**config.mk**
```make
export PLATFORM = sky130hd
export DESIGN_NAME = e203_eai_csr_bridge
export DESIGN_NICKNAME = d
export VERILOG_FILES = /design/src/rtl/e203_eai_csr_bridge.sv
export SDC_FILE = /design/constraint.sdc
export NUM_CORES = 1
export LEC_CHECK = 0
export CORE_MARGIN = 10
export CORE_UTILIZATION = 37
export DETAILED_ROUTE_END_ITERATION = 6
export PLACE_DENSITY = 0.76
export SLEW_MARGIN = 40
export SYNTH_ARGS = -nofsm -noshare
export SYNTH_HDL_FRONTEND = slang
export SYNTH_SLANG_ARGS = --single-unit
```
**constraint.sdc**
```tcl
create_clock -name clk -period 1.89 [get_ports clk]
set_clock_uncertainty 0.1 [all_clocks]
set_input_delay 0.2835 -clock clk [delete_from_list [all_inputs] [get_ports clk]]
set_output_delay 0.2835 -clock clk [all_outputs]
set_load 0.1 [all_outputs]
```
**src/rtl/e203_eai_csr_bridge.sv**
```systemverilog
// Bridges core CSR accesses in the extended address window onto the EAI
// CSR channel, one transaction at a time, with a downstream timeout.
module e203_eai_csr_bridge #(
   parameter logic [11:0] CSR_BASE = 12'h7C0,
   parameter int          CSR_SIZE = 64,
   parameter int          TIMEOUT  = 16
)(
   input  logic        clk,
   input  logic        rst_n,
   input  logic        csr_req_valid,
   output logic        csr_req_ready,
   input  logic [11:0] csr_req_addr,
   input  logic        csr_req_wr,
   input  logic [31:0] csr_req_wdata,
   output logic        csr_rsp_valid,
   input  logic        csr_rsp_ready,
   output logic [31:0] csr_rsp_rdata,
   output logic        csr_rsp_err,
   output logic        eai_csr_valid,
   input  logic        eai_csr_ready,
   output logic [11:0] eai_csr_addr,
   output logic        eai_csr_wr,
   output logic [31:0] eai_csr_wdata,
   input  logic [31:0] eai_csr_rdata
);

   typedef enum logic [1:0] {IDLE, ISSUE, RESP} state_t;

   // 13-bit window bounds so a window touching 0xFFF cannot wrap to zero
   localparam logic [12:0] WIN_LO  = {1'b0, CSR_BASE};
   localparam logic [12:0] WIN_HI  = {1'b0, CSR_BASE} + 13'(CSR_SIZE);
   localparam logic [7:0]  TO_LAST = 8'(TIMEOUT - 1);

   state_t      state;
   logic [7:0]  to_cnt;
   logic        req_ready_q;
   logic        eai_valid_q;
   logic        rsp_valid_q;
   logic [31:0] rsp_rdata_q;
   logic        rsp_err_q;
   logic        in_range;

   assign in_range = ({1'b0, csr_req_addr} >= WIN_LO) && ({1'b0, csr_req_addr} < WIN_HI);

   assign csr_req_ready = req_ready_q;
   assign eai_csr_valid = eai_valid_q;
   assign csr_rsp_valid = rsp_valid_q;
   assign csr_rsp_rdata = rsp_rdata_q;
   assign csr_rsp_err   = rsp_err_q;

   always_ff @(posedge clk or negedge rst_n) begin
      if (!rst_n) begin
         state         <= IDLE;
         to_cnt        <= '0;
         req_ready_q   <= 1'b1;
         eai_valid_q   <= 1'b0;
         rsp_valid_q   <= 1'b0;
         rsp_rdata_q   <= '0;
         rsp_err_q     <= 1'b0;
         eai_csr_addr  <= '0;
         eai_csr_wr    <= 1'b0;
         eai_csr_wdata <= '0;
      end else begin
         case (state)
            IDLE: begin
               if (csr_req_valid && req_ready_q) begin
                  req_ready_q <= 1'b0;
                  if (in_range) begin
                     eai_csr_addr  <= csr_req_addr;
                     eai_csr_wr    <= csr_req_wr;
                     eai_csr_wdata <= csr_req_wdata;
                     to_cnt        <= '0;
                     eai_valid_q   <= 1'b1;
                     state         <= ISSUE;
                  end else begin
                     rsp_rdata_q <= '0;
                     rsp_err_q   <= 1'b1;
                     rsp_valid_q <= 1'b1;
                     state       <= RESP;
                  end
               end
            end
            ISSUE: begin
               // A handshake in the final timeout cycle still completes normally
               if (eai_csr_ready) begin
                  rsp_rdata_q <= eai_csr_wr ? 32'h0 : eai_csr_rdata;
                  rsp_err_q   <= 1'b0;
                  eai_valid_q <= 1'b0;
                  rsp_valid_q <= 1'b1;
                  state       <= RESP;
               end else if (to_cnt == TO_LAST) begin
                  rsp_rdata_q <= '0;
                  rsp_err_q   <= 1'b1;
                  eai_valid_q <= 1'b0;
                  rsp_valid_q <= 1'b1;
                  state       <= RESP;
               end else begin
                  to_cnt <= to_cnt + 8'd1;
               end
            end
            RESP: begin
               if (csr_rsp_ready) begin
                  rsp_valid_q <= 1'b0;
                  req_ready_q <= 1'b1;
                  state       <= IDLE;
               end
            end
            default: begin
               state       <= IDLE;
               req_ready_q <= 1'b1;
               eai_valid_q <= 1'b0;
               rsp_valid_q <= 1'b0;
            end
         endcase
      end
   end

endmodule

```
==> Yosys cells after proc, flatten, opt, wreduce, memory -nomap -nowiden <==
Cells that the tools add are included.
{ "word_totals": {"reg_bits": 91, "latch_bits": 0, "ramBits": 0, "romBits": 0, "in_bits": 82, "n_memories": 0} }
{ "op_classes": {"n_addsub": 1, "mul": 0, "n_div": 0, "magnitude_cmp": 2, "eq_ne": 10, "n_shift": 0, "n_mux": 33, "n_bitwise": 2, "reduce_logical": 11} }
{ "ops": {"columns": ["cell", "n"], "rows": [
  ["2-to-1 mux 32 bit", 5],
  ["one-hot mux 32 bit (2 select lines)", 1],
  ["2-to-1 mux 8 bit", 4],
  ["one-hot mux 8 bit (2 select lines)", 1],
  ["greater-or-equal comparator 12 x 11 -> 1 bit (second input constant)", 1],
  ["< comparator 12 bit (second input constant)", 1],
  ["2-to-1 mux 1 bit", 12],
  ["!= test 2 bit (second input constant)", 6],
  ["AND reduction 4 bit", 3],
  ["2-to-1 mux 2 bit", 5],
  ["one-hot mux 1 bit (3 select lines)", 3],
  ["AND reduction 3 bit", 3],
  ["adder 8 x 1 -> 8 bit (second input constant)", 1],
  ["equality test 8 x 4 -> 1 bit (second input constant)", 1],
  ["one-hot mux 2 bit (3 select lines)", 1],
  ["AND reduction 5 bit", 1],
  ["!= test 3 bit (second input constant)", 1],
  ["equality test 2 x 1 -> 1 bit (second input constant)", 1],
  ["equality test 2 bit (second input constant)", 1],
  ["logical AND 1 bit", 2],
  ["logical NOT 2 bit", 1],
  ["NOT 1 bit", 2],
  ["one-hot mux 1 bit (2 select lines)", 1],
  ["nonzero test 2 bit", 1]
]} }

==> Logic depth before layout (Yosys ltp) <==
{ "depth": {"depth_word": 5, "depth_mapped": 7} }

==> Worst setup path after synthesis <==
Ideal clock, no wire load.
{ "synth_path": {"path_kind": "register -> register", "from": "register req_ready_q, in the netlist csr_req_ready", "to": "register eai_csr_wr", "setup_ns": 0.122, "arrival_ns": 2.166, "required_time_ns": 1.668, "setup_slack_ns": -0.498, "stages_incl_launch_ff": 7, "n_path_buf": 2, "synth_period_minus_slack_ns": 2.388, "path_cell_list": "dfstp_2 -> nand3b_1 -> or4_1 -> clkbuf_1 -> clkbuf_1 -> nand2_1 -> nand2_1"} }
{ "synth_between": {"elab_chain_cells": 2} }
{ "synth_rtl": {"columns": ["item", "line", "source"], "rows": [
  ["start: declaration", "36", "logic req_ready_q;"],
  ["start signal: assignment", "55", "req_ready_q <= 1'b1;"],
  ["start signal: assignment", "67", "req_ready_q <= 1'b0;"],
  ["start signal: assignment", "104", "req_ready_q <= 1'b1;"],
  ["logical AND 1 bit", "66", "if (csr_req_valid && req_ready_q) begin"],
  ["AND reduction 3 bit (no source line)", null, null],
  ["end signal: assignment", "70", "eai_csr_wr <= csr_req_wr;"],
  ["end: declaration", "22", "output logic eai_csr_wr,"]
]} }
No other way between the ends.
A chain may end at the register's enable or synchronous reset.

==> Final worst setup path <==
{ "layout_path": {"from": "register to_cnt[5]", "to": "register rsp_rdata_q[24], in the netlist csr_rsp_rdata[24]"} }
{ "layout_between": {"elab_chain_cells": 3} }
{ "layout_rtl": {"columns": ["item", "line", "source"], "rows": [
  ["start: declaration", "35", "logic [7:0] to_cnt;"],
  ["start signal: assignment", "98", "to_cnt <= to_cnt + 8'd1;"],
  ["equality test 8 x 4 -> 1 bit", "91", "end else if (to_cnt == TO_LAST) begin"],
  ["!= test 3 bit (no source line)", null, null],
  ["AND reduction 4 bit (no source line)", null, null],
  ["end signal: assignment", "86", "rsp_rdata_q <= eai_csr_wr ? 32'h0 : eai_csr_rdata;"],
  ["end: declaration", "39", "logic [31:0] rsp_rdata_q;"]
]} }
No other way between the ends.

==> summary.md <==
| Metric | Value |
|---|---|
| Crit path depth | 5 |
| CTS max path bufs | 2 |
| HP Class | primary input to asynchronous set/reset pin |
| CTS Buf Count | 9 |
| Main combinational cell family by area after synthesis | simple AND/OR/NAND/NOR gates |
| H-Tree Depth | 3 |
| Synth Area in Simple Gates | 19.4% |
| Initial Utilization | 37.8% |
| Cell count after synthesis | roughly 320 |
| Met1 Use GR | a little under a fifth |
| Wire length per cell | roughly 17 um |
| Fill cell count | 720 |
| Via Count | ~3.0k |
| Cell Pwr Density | ~760 nW/um^2 |
| Crit Path Class | flop to flop |
| Register Area | 2280 sq um |
| Adder-Cell Fraction of Synth Area | less than 1% |
| Delay-heaviest family, CP | simple AND/OR/NAND/NOR gates |
| Dpl hpwl | about 8.4 mm |
| DRC viols | 0 |
| Worst Tran Pin Value | ~0.47 ns |
| Setup_tns | -2.68 ns |
| Vias in the first global route | ~3.2k |
| Row count | 35 |
| Max IR drop VDD | approximately 0.00048 V |
| CORE AREA | 9240 sq um |
| Root Buffer | clkbuf_8 |
| F_max | a little over 500 MHz |
| Leakage | a little over 3 nW |
| Post-synth EDFFs | 0 |
| Busiest metal layer after global routing | met2 |
| Failing checks | setup timing |
| Max Cap Viol | 0 |
| Synth Area in Compound Gates | ~11% |
| DIE WIDTH | ~120 um |
| Multi-input logic area | 1150 sq um |
| Worst skew pair latency | between 0.3 and 0.4 ns |
| Die height | roughly 120 um |
| Buffers added on ports | about 160 |
| Buf+Inv Stages, Crit Path | 1 |
| Status | finished, violations left |
| Initial antenna violation count | 0 |
| Via/cell ratio | 4.74 |
| Post-Synth XOR/XNOR Area | less than 1% |
| Asr flop ratio synth | 100% |
| Final Wtd Congestion | ~0.84 |
| Unrepaired setup endpoints after global routing | yes |
| Startpoint type of the worst setup path | flop |
| Ys Warns | 0 |
| Synth top area share | approximately 64% |
| TritonRoute pass-1 iters | 4 |
| Routed Antenna Nets | 0 |
| Layout cell share with drive strength beyond 1 | 26.9% |
| CP arrival | about 2.1 ns |
| Critical Path End Type | flop |
| Yosys top cell by area | dfrtp_1 |
| Critical Path RT | between 2 and 2.5 ns |
| GRT Util Overall | 15.8% |
| # IOs | 163 |
| Mapped Nets | around 410 |
| Die ar. | about 14000 sq um |
| GR Layer Usage met3 | under 10% |
| Final Hold Fails | 0 |
| Worst Path Max Fanout | 34 |
| Remaining Overflow, GRT | 0 |
| Most used DFF post-synth | dfrtp_1 |
| Relative slew slack | between 60% and 70% |
| Min Clock Period, post-route | around 2.0 ns |
| Ant. Diodes | 0 |
| Worst setup margin | -0.0953 ns |
| Mux cell area share after synthesis | 0.322% |
| CP Cell Sequence | nor4_4 > a21oi_2 > or4b_4 > buf_12 > a22o_1 |
| Worst path slowest cell | or4b_4 |
| FF-to-FF path depth | 5 |
| Sequential share of the synthesized area | approximately 65% |
| Yosys reg bits | 91 |
| Layout area overhead | 76.6% |
| Period utilization | 105% |
| Post-place setup slack | -0.292 ns |
| Post-synth design cell area | 3500 sq um |
| Final WL | approximately 11 mm |
| Count of pins over their slew limit | 0 |
| Clock Sinks | about 90 |
| CTS tree | built |
| Synth top area cells | dfrtp_1 64%, nand2_1 13%, a22o_1 8.3% |
| Initial DRC count | ~200 |
| Worst-path clk slew | around 0.090 ns |
| Commonest cells after routing, fill and taps aside | 123 x nand2_1, 90 x dfrtp_1, 80 x clkdlybuf4s50_1 |
| First-pass GRT wire length | 17.1 mm |
| Largest net degree at the start of global routing | 42 |
| Met2 usage | about a quarter |
| Max incr delay on CP | 0.50 ns |
| Most common cell after layout, fill and taps aside | nand2_1 |
| Avg Cell Area, Syn | about 11 sq um |
| Endpoints failing setup | 32 |
| Synth cell types | 35 |
| Nets | 592 |
synth_stat cells, types with 2 or more instances:
cell and instances:
nand2_1 124, dfrtp_1 90, a22o_1 33, clkbuf_1 13
nor2_1 8, nand2b_1 5, nor3_1 4, a21oi_1 3
buf_6 3, inv_1 3, nand3_1 3, nor4_1 3
o21ai_1 3, xnor2_1 3, buf_2 2, nor3b_1 2
o21a_1 2, or4_1 2
final timing paths:
path	to	startpoint	slack [ns]
hold / removal	csr_rsp_rdata[11]	rst_n	0.33
setup / recovery	csr_rsp_rdata[24]	to_cnt[5]	-0.1
min in group clk	eai_csr_wdata[2]	csr_req_wdata[2]	0.35
setup reg to reg	csr_rsp_rdata[24]	to_cnt[5]	-0.1
max in group asynchronous	csr_req_ready	rst_n	0.77
hold reg to reg	eai_csr_addr[6]	eai_csr_addr[6]	0.38
power by group:
group	total, mW	internal, mW	switching [mW]
registers	2.12	2.04	0.0781
clock network	1.29	0.607	0.685
logic	1.31	0.488	0.819
total	4.71	3.13	1.58
sequential cells by signal, summed over array words and instances, names as in the netlist:
signal         cells
csr_rsp_rdata     32
eai_csr_wdata     32
eai_csr_addr      12
to_cnt             8
state              2
csr_req_ready      1
csr_rsp_err        1
csr_rsp_valid      1
eai_csr_valid      1
eai_csr_wr         1
worst register-to-register path: stages (launching register included):
cell     delay [ns]
dfrtp_1        0.41
nor4_4         0.37
a21oi_2        0.11
or4b_4         0.50
buf_12         0.19
a22o_1         0.21
cell type report:
| cell class | count | share of cell area, % |
|---|---|---|
| Inverter | 3 | 0.182 |
| Timing Repair Buffer | 193 | 38.6 |
| Multi-Input combinational cell | 211 | 18.6 |
| Tap cell | 129 | 2.61 |
| Sequential cell | 91 | 37.0 |
| Clock inverter | 6 | 1.07 |
| Clock buffer | 9 | 2.01 |
stage by stage:
step	utilization (%)	power (mW)	hold slack, ns	instance area (sq um)	cells
after floorplan	-	2.88	-0.112	3540	323
after global placement	64.1	3.44	0.167	5930	624
after detailed placement	64.1	3.46	0.168	5930	624
after CTS	66.6	4.77	0.324	6150	641
after global routing	66.8	4.91	0.348	6170	642
final	66.8	4.71	0.331	6170	642
repair_timing:
action / 4_1_cts / 5_1_grt
endpoints found under the setup margin: 71 / 62
resized for setup: 4 / 5
hold endpoints to repair: 31 / 0
hold buffers: 1 / 0
gates cloned: 0 / 0
setup buffers: 1 / 1
pin swaps: 2 / 0
per-layer routing:
layer  vias up  routed length, um
met5         -                  0
li1       1448                  -
met1      1452               4340
met4         0                112
met2       124               5270
met3        17               1080
kinds of logic after synthesis:
family	count (synthesis)
adder cells (fa/ha/maj)	1
XOR/XNOR	3
AND/OR/NAND/NOR	158
flip-flops	91
multiplexers	1
AO/OA/AOI/OAI	48
buffers and inverters	21
Note: power is estimated with default switching activity, not from simulation.
